$ cat config.mk
export PLATFORM = sky130hd
export DESIGN_NAME = pwr_seq_ctrl
export DESIGN_NICKNAME = d
export VERILOG_FILES = /design/src/rtl/pwr_seq_ctrl.sv
export SDC_FILE = /design/constraint.sdc
export NUM_CORES = 1
export LEC_CHECK = 0
export CORE_ASPECT_RATIO = 1.1
export CORE_MARGIN = 4
export CORE_UTILIZATION = 56
export DETAILED_ROUTE_END_ITERATION = 10
export MAX_ROUTING_LAYER = met4
export PLACE_DENSITY = 0.94
export SLEW_MARGIN = 10
export SYNTH_ARGS = -nofsm -noshare
export SYNTH_HDL_FRONTEND = slang
export SYNTH_SLANG_ARGS = --single-unit
$ cat constraint.sdc
create_clock -name clk -period 5.2 [get_ports clk]
set_clock_uncertainty 0.2 [all_clocks]
set_input_delay 0.78 -clock clk [delete_from_list [all_inputs] [get_ports clk]]
set_output_delay 0.78 -clock clk [all_outputs]
set_load 0.1 [all_outputs]
$ cat src/rtl/pwr_seq_ctrl.sv
// Power sequencer for the clock-mux and LFSR domains: isolate/save/switch-off on
// a down request, ramp/restore/de-isolate on an up request. All outputs registered.
module pwr_seq_ctrl #(
    parameter int ISO_SETUP = 2,
    parameter int RAMP_CYC  = 4
) (
    input  logic       clk,
    input  logic       rst,
    input  logic       pwr_down_req,
    input  logic       pwr_up_req,
    output logic       ck_mx_sw_ctr,
    output logic       lfsr_sw_ctr,
    output logic       iso1,
    output logic       iso2,
    output logic       save_lfsr,
    output logic       restore_lfsr,
    output logic [3:0] pwr_state,
    output logic       busy,
    output logic       ack
);

    typedef enum logic [3:0] {
        ST_ON       = 4'd0,
        ST_ISO      = 4'd1,
        ST_SAVE     = 4'd2,
        ST_LFSR_OFF = 4'd3,
        ST_CK_OFF   = 4'd4,
        ST_OFF      = 4'd5,
        ST_CK_ON    = 4'd6,
        ST_LFSR_ON  = 4'd7,
        ST_RESTORE  = 4'd8,
        ST_DEISO    = 4'd9
    } state_t;

    localparam logic [7:0] ISO_CNT  = 8'(ISO_SETUP);
    localparam logic [7:0] RAMP_CNT = 8'(RAMP_CYC);

    state_t     state_reg, state_next;
    logic [7:0] cnt_reg, cnt_next;
    logic       iso_next, lfsr_next, ck_next, save_next, restore_next, busy_next, ack_next;

    // Next state and dwell counter; the counter is reloaded on entry to each timed state.
    always_comb begin
        state_next = state_reg;
        cnt_next   = cnt_reg;
        case (state_reg)
            ST_ON: begin
                if (pwr_down_req) begin
                    state_next = ST_ISO;
                    cnt_next   = ISO_CNT;
                end
            end
            ST_ISO: begin
                if (cnt_reg <= 8'd1) begin
                    state_next = ST_SAVE;
                    cnt_next   = 8'd0;
                end else begin
                    cnt_next = cnt_reg - 8'd1;
                end
            end
            ST_SAVE:     state_next = ST_LFSR_OFF;
            ST_LFSR_OFF: state_next = ST_CK_OFF;
            ST_CK_OFF:   state_next = ST_OFF;
            ST_OFF: begin
                if (pwr_up_req) begin
                    state_next = ST_CK_ON;
                    cnt_next   = RAMP_CNT;
                end
            end
            ST_CK_ON: begin
                if (cnt_reg <= 8'd1) begin
                    state_next = ST_LFSR_ON;
                    cnt_next   = RAMP_CNT;
                end else begin
                    cnt_next = cnt_reg - 8'd1;
                end
            end
            ST_LFSR_ON: begin
                if (cnt_reg <= 8'd1) begin
                    state_next = ST_RESTORE;
                    cnt_next   = 8'd0;
                end else begin
                    cnt_next = cnt_reg - 8'd1;
                end
            end
            ST_RESTORE: begin
                state_next = ST_DEISO;
                cnt_next   = ISO_CNT;
            end
            ST_DEISO: begin
                if (cnt_reg <= 8'd1) begin
                    state_next = ST_ON;
                    cnt_next   = 8'd0;
                end else begin
                    cnt_next = cnt_reg - 8'd1;
                end
            end
            default: begin
                state_next = ST_ON;
                cnt_next   = 8'd0;
            end
        endcase
    end

    // Outputs are decoded from the upcoming state so the registered copies line up with state_reg.
    always_comb begin
        iso_next     = 1'b1;
        lfsr_next    = 1'b1;
        ck_next      = 1'b1;
        save_next    = 1'b0;
        restore_next = 1'b0;
        busy_next    = 1'b1;
        ack_next     = 1'b0;
        case (state_next)
            ST_ON: begin
                iso_next  = 1'b0;
                busy_next = 1'b0;
                ack_next  = (state_reg == ST_DEISO);
            end
            ST_DEISO:    iso_next = 1'b0;
            ST_SAVE:     save_next = 1'b1;
            ST_RESTORE:  restore_next = 1'b1;
            ST_LFSR_OFF: lfsr_next = 1'b0;
            ST_CK_ON:    lfsr_next = 1'b0;
            ST_CK_OFF: begin
                lfsr_next = 1'b0;
                ck_next   = 1'b0;
            end
            ST_OFF: begin
                lfsr_next = 1'b0;
                ck_next   = 1'b0;
                busy_next = 1'b0;
                ack_next  = (state_reg == ST_CK_OFF);
            end
            default: ;
        endcase
    end

    always_ff @(posedge clk or negedge rst) begin
        if (!rst) begin
            state_reg    <= ST_ON;
            cnt_reg      <= 8'd0;
            ck_mx_sw_ctr <= 1'b1;
            lfsr_sw_ctr  <= 1'b1;
            iso1         <= 1'b0;
            iso2         <= 1'b0;
            save_lfsr    <= 1'b0;
            restore_lfsr <= 1'b0;
            busy         <= 1'b0;
            ack          <= 1'b0;
        end else begin
            state_reg    <= state_next;
            cnt_reg      <= cnt_next;
            ck_mx_sw_ctr <= ck_next;
            lfsr_sw_ctr  <= lfsr_next;
            iso1         <= iso_next;
            iso2         <= iso_next;
            save_lfsr    <= save_next;
            restore_lfsr <= restore_next;
            busy         <= busy_next;
            ack          <= ack_next;
        end
    end

    assign pwr_state = state_reg;

endmodule

==> results.json <==
{
  "grt_setup_unrepaired": "false",
  "synth.lib_cells_used.distinct": 48,
  "synth_top_flop_cell": "sky130_fd_sc_hd__dfrtp_1",
  "synthDominantAreaCellType": "sky130_fd_sc_hd__dfrtp_1",
  "clock-root-buffer": "sky130_fd_sc_hd__clkbuf_4",
  "initial_antenna_violation_count": 0,
  "post_synthesis_cell_area_um2": 1096,
  "drive_above_1_share_pct": 8.130,
  "drt-initial-drc-count": 15,
  "cts.htree.levels": 1,
  "synth.avg_cell_area_um2": 9.874,
  "synthTopCellsByArea": "sky130_fd_sc_hd__dfrtp_1 (39%), sky130_fd_sc_hd__dfstp_2 (4.8%), sky130_fd_sc_hd__mux2i_1 (4.6%), sky130_fd_sc_hd__a21oi_1 (3.2%), sky130_fd_sc_hd__a2bb2oi_1 (3.2%)",
  "drv_cap": 0,
  "ctsHoldBuffers": 0,
  "final_cell_mix": "sky130_fd_sc_hd__dfrtp_1 (17), sky130_fd_sc_hd__clkdlybuf4s50_1 (15), sky130_fd_sc_hd__nand2_1 (8)",
  "setup.worst_path.end_class": "primary output",
  "cp_data_required_time_ns": 4.22,
  "clock_sink_count": 19,
  "tritoncts": "built",
  "gr-usage-all-layers_pct": 18.58,
  "io-pin-count": 16,
  "placement_rows": 16,
  "final.setup.tns_ns": 0,
  "post_cts_buffers": 0,
  "wire_length_of_the_first_global_routing_pass_um": 3705,
  "synth.yosys.warnings": 0,
  "nets": 130,
  "timing.critical_path.slowest_cell_delay_ns": 1.24,
  "clk_pin_slew_ns": 0.10,
  "tritoncts.num_buffers": 3,
  "finalHoldViolCount": 0,
  "antenna_cells": 0,
  "starting_density_of_the_core_pct": 60.16,
  "hp-class": "register to register",
  "crit_slowest_cell": "sky130_fd_sc_hd__clkdlybuf4s50_1",
  "via_count_of_the_first_global_routing_pass": 851,
  "drtPass1Iterations": 4,
  "route.antenna.remaining_nets": 0,
  "max_freq_mhz": 313.1,
  "cp_data_arrival_time_ns": 2.21,
  "fp.dieW_um": 50.18,
  "worstPathCellList": "clkdlybuf4s50_1",
  "worst-path-buf-inv": 1,
  "hpwl_um": 1674,
  "worst_pin_slew_ns": 0.9687,
  "die_area_um2": 2730,
  "synthesis.nets": 117,
  "drt_via_density": 5.913,
  "number_of_flops_mapped_to_enable_cells_by_yosys": 0,
  "layout-area-overhead-vs-synth_pct": 15.64,
  "yosysSeqAreaShare_pct": 43.61,
  "synth_cells": 111,
  "critical_path_type": "register to primary output",
  "post_cts.resized_instances": 0,
  "synthArstFlopShare_pct": 100.0,
  "ys_ff_latch": 19,
  "port-buffer-count": 15,
  "clock_insertion_delay_worst_skew_ns": 0.28,
  "per_cell_routed_wire_length_um": 14.80,
  "run_status": "finished clean",
  "critPathLaunchType": "register",
  "grt_remaining_overflow": 0,
  "period_needed_ns": 3.194,
  "die_height_um": 54.40,
  "largest_reg_flops": 8,
  "finalSetupViolations": 0,
  "layout.cells.most_common": "sky130_fd_sc_hd__dfrtp_1",
  "gpl.final_weighted_congestion": 0.8868,
  "post-route-period-util_pct": 61.42,
  "timing.critical_path.max_delay_family": "buffers and inverters",
  "timing.max_slew.rel_slack_pct": 35.22,
  "design.core.area_um2": 1822,
  "number_of_max_slew_violations_in_the_final_report": 0,
  "post-route-drc-count": 0,
  "detailroute.via_count": 887,
  "finalWirelength_um": 2220,
  "grt_max_degree": 21,
  "cts_max_path_buffers": 2,
  "crit_fanout": 20,
  "netlist.area_leader.share_pct": 38.81
}
[area by class of cell]
type,count,area [um^2]
tap,27,33.78
timing repair buffer,15,150.1
sequential,19,478.0
fill,156,554.3
clock buffer,4,26.28
multi-input combinational,79,556.8
inverter,6,22.52
[per-layer routing]
metal  routed length [um]  vias to the layer above  part of all wire, %  GRT usage, %
li1                     -                      438                    -             -
met1                  939                      424                   42         20.83
met2                 1150                       23                   52         34.35
met3                  115                        2                  5.2         2.997
met4                   14                        0                 0.63         5.530
met5                    0                        -                    0             -
[worst reg2reg max path: stages (launching register included)]
cell and delay [ns]:
sky130_fd_sc_hd__dfrtp_1 0.58, sky130_fd_sc_hd__or4b_1 0.60, sky130_fd_sc_hd__nor4_1 0.54, sky130_fd_sc_hd__a211oi_2 0.11, sky130_fd_sc_hd__a31oi_1 0.18, sky130_fd_sc_hd__o32a_2 0.17
[final timing paths]
kind | start | end | slack [ns] | cells past startpoint
setup / recovery | pwr_state[2] | pwr_state[2] | 2.01 | 1
hold / removal | cnt_reg[6] | cnt_reg[6] | 0.28 | 1
setup reg to reg | pwr_state[2] | lfsr_sw_ctr | 2.77 | 5
hold reg to reg | cnt_reg[6] | cnt_reg[6] | 0.28 | 1
max in group asynchronous | rst | cnt_reg[5] | 3.54 | 1
min in group asynchronous | rst | ack | 0.76 | 1
[logic make-up after synthesis]
family | count (synthesis) | share of synthesized area [%]
buffers and inverters | 13 | 5.593
multiplexers | 6 | 5.594
AND/OR/NAND/NOR | 38 | 19.75
AO/OA/AOI/OAI | 32 | 22.37
XOR/XNOR | 1 | 0.7992
adder cells (fa/ha/maj) | 2 | 2.283
flip-flops | 19 | 43.61
[Yosys cell counts, types with 2 or more instances]
cell type	count
sky130_fd_sc_hd__nor4_1	2
sky130_fd_sc_hd__and2_1	2
sky130_fd_sc_hd__mux2i_1	5
sky130_fd_sc_hd__nor3b_1	2
sky130_fd_sc_hd__clkbuf_1	4
sky130_fd_sc_hd__a31oi_1	2
sky130_fd_sc_hd__nand3_1	2
sky130_fd_sc_hd__dfstp_2	2
sky130_fd_sc_hd__a2bb2oi_1	4
sky130_fd_sc_hd__nand2b_1	4
sky130_fd_sc_hd__or3_1	2
sky130_fd_sc_hd__nand2_1	8
sky130_fd_sc_hd__ha_1	2
sky130_fd_sc_hd__a21o_1	2
sky130_fd_sc_hd__nor2_1	7
sky130_fd_sc_hd__dfrtp_1	17
sky130_fd_sc_hd__a21oi_1	7
sky130_fd_sc_hd__inv_1	5
sky130_fd_sc_hd__or4_1	2
sky130_fd_sc_hd__o21ai_0	2
[per-stage QoR]
stage                     worst slack [ns]  utilization [%]  hold slack, ns  instance area (um^2)  instances
after floorplan                      2.636                -          0.2441                  1096        111
final                                2.006            69.57          0.2849                  1267        150
after global routing                 1.916            69.57          0.3087                  1267        150
after global placement               2.364            68.13          0.2636                  1241        146
after CTS                            2.016            69.57          0.2912                  1267        150
after detailed placement             2.296            68.13          0.2768                  1241        146
Power is left out: the tool's default activity adds up to more than one toggle a clock period on the data nets, which glitch-free logic cannot reach.
